$ cat src/rtl/encode_onehot_stream.sv
`default_nettype none
// ============================================================================
// Module   : encode_onehot_stream
// Purpose  : Registered one-hot-to-binary encoder with a valid/ready stream
//            interface. MODE 0 accepts only strict one-hot inputs; MODE 1
//            encodes the lowest set bit and flags multi-hot inputs. It keeps
//            a saturating count and a sticky flag of unencodable inputs.
// Revision : 1.0 - initial release
// ----------------------------------------------------------------------------
// Ports:
//   i_clk        in   1   rising-edge clock
//   i_rst_n      in   1   asynchronous active-low reset
//   i_val        in   N   one-hot (or multi-hot) input vector
//   i_valid      in   1   i_val valid this cycle
//   o_ready      out  1   block can accept i_val this cycle
//   o_val        out  W   encoded index, all-ones when o_unknown = 1
//   o_unknown    out  1   input could not be encoded
//   o_multi      out  1   more than one bit set (MODE 1 only)
//   o_valid      out  1   output register holds a result
//   i_ready      in   1   downstream accepts the output this cycle
//   i_err_clr    in   1   synchronous clear of error statistics
//   o_err_cnt    out  CW  saturating count of accepted unknown inputs
//   o_err_sticky out  1   set by first accepted unknown input
// ============================================================================
module encode_onehot_stream #(
    parameter  int N    = 10,
    parameter  int MODE = 0,
    parameter  int CW   = 8,
    localparam int W    = $clog2(N)
) (
    input  logic          i_clk,
    input  logic          i_rst_n,
    input  logic [N-1:0]  i_val,
    input  logic          i_valid,
    output logic          o_ready,
    output logic [W-1:0]  o_val,
    output logic          o_unknown,
    output logic          o_multi,
    output logic          o_valid,
    input  logic          i_ready,
    input  logic          i_err_clr,
    output logic [CW-1:0] o_err_cnt,
    output logic          o_err_sticky
);

    localparam logic [N-1:0] C_ONE = {{(N-1){1'b0}}, 1'b1};

    typedef enum logic [0:0] {
        ST_EMPTY = 1'b0,
        ST_FULL  = 1'b1
    } state_t;

    state_t          state_q, state_d;
    logic [W-1:0]    val_q, val_d;
    logic            unknown_q, unknown_d;
    logic            multi_q, multi_d;
    logic [CW-1:0]   err_cnt_q, err_cnt_d;
    logic            err_sticky_q, err_sticky_d;

    logic [W-1:0]    low_idx;
    logic [N-1:0]    val_minus_one;
    logic            any_set;
    logic            multi_hot;
    logic [W-1:0]    enc_idx;
    logic            enc_unknown;
    logic            enc_multi;
    logic            accept;
    logic            load;

    // ------------------------------------------------------------------
    // Encoder: descending scan so the lowest set index is the last write.
    // x & (x-1) clears the lowest set bit; anything left means multi-hot.
    // ------------------------------------------------------------------
    always_comb begin
        low_idx = '1;
        for (int i = N - 1; i >= 0; i--) begin
            if (i_val[i]) begin
                low_idx = W'(i);
            end
        end
    end

    assign val_minus_one = i_val - C_ONE;
    assign any_set       = |i_val;
    assign multi_hot     = |(i_val & val_minus_one);

    generate
        if (MODE == 0) begin : g_mode_strict
            assign enc_unknown = !any_set || multi_hot;
            assign enc_idx     = enc_unknown ? {W{1'b1}} : low_idx;
            assign enc_multi   = 1'b0;
        end else begin : g_mode_priority
            // With no bit set the scan leaves low_idx at all-ones already.
            assign enc_unknown = !any_set;
            assign enc_idx     = low_idx;
            assign enc_multi   = multi_hot;
        end
    endgenerate

    // ------------------------------------------------------------------
    // Output stage: single register with full flag. A full register can
    // be refilled in the cycle it is drained, giving full throughput.
    // ------------------------------------------------------------------
    assign o_ready = (state_q == ST_EMPTY) || i_ready;
    assign accept  = i_valid && o_ready;

    always_comb begin
        state_d = state_q;
        load    = 1'b0;
        case (state_q)
            ST_EMPTY: begin
                if (accept) begin
                    state_d = ST_FULL;
                    load    = 1'b1;
                end
            end
            ST_FULL: begin
                if (accept) begin
                    load = 1'b1;
                end else if (i_ready) begin
                    state_d = ST_EMPTY;
                end
            end
            default: state_d = ST_EMPTY;
        endcase
    end

    always_comb begin
        val_d     = val_q;
        unknown_d = unknown_q;
        multi_d   = multi_q;
        if (load) begin
            val_d     = enc_idx;
            unknown_d = enc_unknown;
            multi_d   = enc_multi;
        end
    end

    // ------------------------------------------------------------------
    // Error statistics update at acceptance, independent of back-pressure.
    // A coincident clear takes priority over a new error.
    // ------------------------------------------------------------------
    always_comb begin
        err_cnt_d    = err_cnt_q;
        err_sticky_d = err_sticky_q;
        if (i_err_clr) begin
            err_cnt_d    = '0;
            err_sticky_d = 1'b0;
        end else if (accept && enc_unknown) begin
            err_sticky_d = 1'b1;
            if (!(&err_cnt_q)) begin
                err_cnt_d = err_cnt_q + 1'b1;
            end
        end
    end

    always_ff @(posedge i_clk or negedge i_rst_n) begin
        if (!i_rst_n) begin
            state_q      <= ST_EMPTY;
            val_q        <= '1;
            unknown_q    <= 1'b0;
            multi_q      <= 1'b0;
            err_cnt_q    <= '0;
            err_sticky_q <= 1'b0;
        end else begin
            state_q      <= state_d;
            val_q        <= val_d;
            unknown_q    <= unknown_d;
            multi_q      <= multi_d;
            err_cnt_q    <= err_cnt_d;
            err_sticky_q <= err_sticky_d;
        end
    end

    assign o_valid      = (state_q == ST_FULL);
    assign o_val        = val_q;
    assign o_unknown    = unknown_q;
    assign o_multi      = multi_q;
    assign o_err_cnt    = err_cnt_q;
    assign o_err_sticky = err_sticky_q;

endmodule
`default_nettype wire

$ cat config.mk
export PLATFORM = sky130hd
export DESIGN_NAME = encode_onehot_stream
export DESIGN_NICKNAME = d
export VERILOG_FILES = /design/src/rtl/encode_onehot_stream.sv
export SDC_FILE = /design/constraint.sdc
export NUM_CORES = 1
export LEC_CHECK = 0
export BUFFER_PORTS_ARGS = -buffer_cell sky130_fd_sc_hd__buf_2
export CORE_MARGIN = 2
export CORE_UTILIZATION = 52
export DETAILED_ROUTE_END_ITERATION = 8
export HOLD_SLACK_MARGIN = 0.05
export PLACE_DENSITY = 0.84
export SYNTH_ARGS = -nofsm -noshare
export SYNTH_HDL_FRONTEND = slang
export SYNTH_SLANG_ARGS = --single-unit
$ cat constraint.sdc
create_clock -name i_clk -period 5.9 [get_ports i_clk]
set_input_delay 0.885 -clock i_clk [delete_from_list [all_inputs] [get_ports i_clk]]
set_output_delay 0.885 -clock i_clk [all_outputs]
set_load 0.03 [all_outputs]
After elaboration in Yosys (flattened, before gate mapping). Cells that the tools add are included.

Register bits after elaboration: 15. Input port bits: 15.

$add $sub $neg: 2. Equal/unequal tests: 1. Multiplexer cells: 20. Bitwise logic cells: 2. Reduce and logical (&&, ||, !) cells: 10.

Operator list (count): two-way mux 4 bit (9); two-way mux 8 bit (3); OR reduction 10 bit (2); AND 10 bit (1); subtractor 10 x 1 -> 10 bit, second input constant (1); adder 8 x 1 -> 8 bit, second input constant (1); AND reduction 8 bit (1); two-way mux 3 bit (2); two-way mux 1 bit (5); logical AND 1 bit (2); logical OR 1 bit (2); inequality test 2 bit, second input constant (1); one-hot mux 1 bit (2 select lines) (1); AND reduction 2 bit (1); nonzero test 2 bit (1); zero test 1 bit (1); inverter 1 bit (1).

Longest topological paths before layout.
Depth after elaboration: 11. Gate-level depth with buffers: 8. Depth with buffers taken out: 8.

Worst setup path after synthesis. No wires, ideal clock.

Kind: input to register. Start point: input i_val[0]. End point: register err_cnt_q[7] (netlist: o_err_cnt[7]). Library setup time: 0.078 ns. Arrival: 2.861 ns. Slack: 2.961 ns. Stages on the path: 7. Path buffers: 0. Cells stage by stage: or4_4 -> or3_1 -> and4_4 -> nor3_4 -> nor2_2 -> or4_1 -> a21oi_1.

Word-level cells in the longest chain between the ends: 7.

RTL lines: start: declaration (line 33) `input logic [N-1:0] i_val,`; subtractor 10 x 1 -> 10 bit (line 83) `assign val_minus_one = i_val - C_ONE;`; AND 10 bit (line 85) `assign multi_hot = |(i_val & val_minus_one);`; OR reduction 10 bit (line 85); logical OR 1 bit * (line 89) `assign enc_unknown = !any_set || multi_hot;`; logical AND 1 bit * (line 149) `end else if (accept && enc_unknown) begin`; nonzero test 2 bit (no line) *; AND reduction 2 bit (no line) *; end signal: assignment (line 170) `err_cnt_q <= err_cnt_d;`; end: declaration (line 57) `logic [CW-1:0] err_cnt_q, err_cnt_d;`.

Every way passes the cells marked *; elsewhere a longest branch is shown, timed or not. A chain may end at the register's enable or synchronous reset.

Final worst setup path. Same ends and word-level chain as after synthesis.

==> summary.txt <==
Final period util -> 48.76%
Clock Latency Late Sink -> 0.28 ns
Met1 usage -> 26.50%
# setup viols final -> 0
Worst slack, placed -> 2.742 ns
Slew Viols, Final -> 0
ANT cells -> 0
Clock buffers created by TritonCTS -> 3
Hold_ws -> 0.4903 ns
Crit-path max FO -> 8
DRT Wirelength -> 1988 um
Commonest non-fill, non-tap cell in the layout -> buf_2
First-pass GRT wire length -> 3049 um
Setup TNS -> 0 ns
Worst clock skew -> 0.004856 ns
Dominant cells by area after synthesis -> dfrtp_1 (30%), dfstp_2 (12%), nor2_1 (5.4%)
CP Launch Type -> primary input
Share of cells above drive strength 1 -> 33.08%
Vias -> 891
Number of top-level pins -> 32
Worst path arrival time -> 3.08 ns
Layout net count -> 150
Most used flip-flop cell after synthesis -> dfrtp_1
Placer Congestion -> 0.7880
Final HPWL DP -> 1544 um
Most frequent cells in the layout -> buf_2 (30), nor2_1 (13), dfrtp_1 (11)
LEAKAGE -> 0.0004924 uW
Die width -> 45.86 um
RSZ-0062 raised after global routing -> no
Via-per-instance ratio -> 5.940
Synth Area in Simple Gates -> 24.31%
H-tree Lvls -> 1
CP Capture Type -> flip-flop
Cts repair resizes -> 0
Synth Register Bits -> 15
Setup bufs post-CTS -> 0
Most used routing layer -> met2
M2 GR Usage -> 32.22%
Port-buffer cells -> 30
Synthesized area -> 910.9 um2
Finished Layout Cells -> 150
Initial Utilization -> 53.93%
Synth Area in Adders -> 2.473%
Cell Pwr Density -> 207.3 nW/um2
Core area -> 1689 um2
EDFF count, synth -> 0
First DRT Iteration DRCs -> 31
Gr usage total -> 19.39%
Area leader, netlist -> dfrtp_1
Sequential area share after synthesis -> 41.76%
Antenna-violating nets left -> 0
Post-Synth XOR/XNOR Area -> 3.846%
Largest buffer count on any clock path -> 2
TritonCTS clock tree -> built
Wirelength per Cell -> 13.25 um
Cells after Synth -> 101
Clock-pin slew of the registers on the worst-case setup and hold paths -> 0.09 ns
Count of different cell masters after synthesis -> 40
Root Buffer -> clkbuf_4
Max Freq -> 0.3476 GHz
Setup CP Type -> primary input to flip-flop
First drt pass iteration count -> 4
Grt met3 use -> 2.778%
PnR worst setup slack -> 3.023 ns
Synth top area share -> 30.22%
HP Class -> primary input to async pin
Die Span Y -> 45.86 um
R2R Setup Slk -> 3.69 ns
Syn avg cell area -> 9.019 um2
Area delta synth->final -> 20.47%
Synth Area in Compound Gates -> 22.39%
DRC Markers -> 0
Ys async rst share -> 100.0%
Hold_buf cts -> 0
Die ar. -> 2103 um2
Outcome -> finished, final reports clean
Placed instance count -> 146
Yosys warns -> 0
Number of global-route vias before repair -> 748
Gr ovfl total -> 0
Post-synthesis mux area share -> 2.335%
Std cell rows -> 15
Initial antenna violation count -> 0
Peak supply drop -> 132.8 uV
Largest family of logic cells by synthesized area -> simple AND/OR/NAND/NOR gates
Syn_nets -> 117
Clk sinks -> 15
CP required -> 6.10 ns
Tmin final -> 2.877 ns
Max-cap violation count -> 0
Final hold viol count -> 0
Largest net degree at the start of global routing -> 16
-- through the flow --
stage / area (um2) / power [uW] / util [%]
2_1_floorplan: 910.9 / 151.4 / -
3_3_place_gp: 1071 / 169.6 / 63.41
3_5_place_dp: 1071 / 171.4 / 63.41
4_1_cts: 1097 / 229.2 / 64.96
5_1_grt: 1097 / 237.8 / 64.96
6_report: 1097 / 227.5 / 64.96
-- path summary, 6_finish.rpt --
| check | from | to | cells after the start |
|---|---|---|---|
| setup / recovery | i_val[0] | o_err_cnt[7]$_DFFE_PN0P_ | 8 |
| hold / removal | i_rst_n | o_err_cnt[2]$_DFFE_PN0P_ | 1 |
| setup reg to reg | o_err_cnt[0]$_DFFE_PN0P_ | o_err_cnt[7]$_DFFE_PN0P_ | 8 |
| hold reg to reg | o_val[1]$_DFFE_PN1P_ | o_val[1]$_DFFE_PN1P_ | 2 |
| max in group asynchronous | i_rst_n | o_val[1]$_DFFE_PN1P_ | 1 |
| min in group i_clk | o_val[1]$_DFFE_PN1P_ | o_val[1]$_DFFE_PN1P_ | 2 |
-- critical path, cell delays in order --
cell and delay, ns:
buf_2 0.12, or4_4 0.54, or3_1 0.38, and4_4 0.19
nor3_4 0.21, nor2_2 0.12, or4_1 0.49, a21oi_1 0.15
-- cell usage after synthesis (all sizes together) (2+ instances only) --
library cell	number
a21oi	9
inv	3
o21ai	10
or3	3
a21o	2
nand2	5
and4	2
nand3	5
dfrtp	11
buf	2
o31a	2
or4	3
nor3	3
xor2	4
nand2b	2
dfstp	4
nor2	14
-- flip-flops by register name, summed over array words and instances (netlist names) --
signal        flops
o_err_cnt         8
o_err_sticky      1
o_unknown         1
o_val             4
o_valid           1
-- cell type report --
class / instances / area, um2
Multi-Input combinational cell: 81 / 508.0
Sequential cell: 15 / 380.4
Fill cell: 150 / 591.8
Timing Repair Buffer: 30 / 150.1
Inverter: 3 / 11.26
Tap cell: 17 / 21.27
Clock buffer: 4 / 26.28
-- power breakdown --
| group | switching, uW | internal [uW] |
|---|---|---|
| combinational | 36.5 | 18.2 |
| sequential | 4.77 | 110 |
| clock | 31.8 | 26.2 |
| total | 73.1 | 154 |
-- layer usage --
layer	wire [um]	up-vias
met5	0	-
met2	959	33
met4	9	0
met1	880	420
met3	139	2
li1	-	436
-- kinds of logic (layout without fill, tap and decap cells) --
family | after synthesis | in the layout
compound gates | 32 | 32
simple gates | 40 | 40
flops | 15 | 15
other cells | 1 | 1
fa+ha+maj | 2 | 2
buf+inv | 5 | 37
xor+xnor | 4 | 4
mux | 2 | 2
Note: power is estimated with default switching activity, not from simulation.
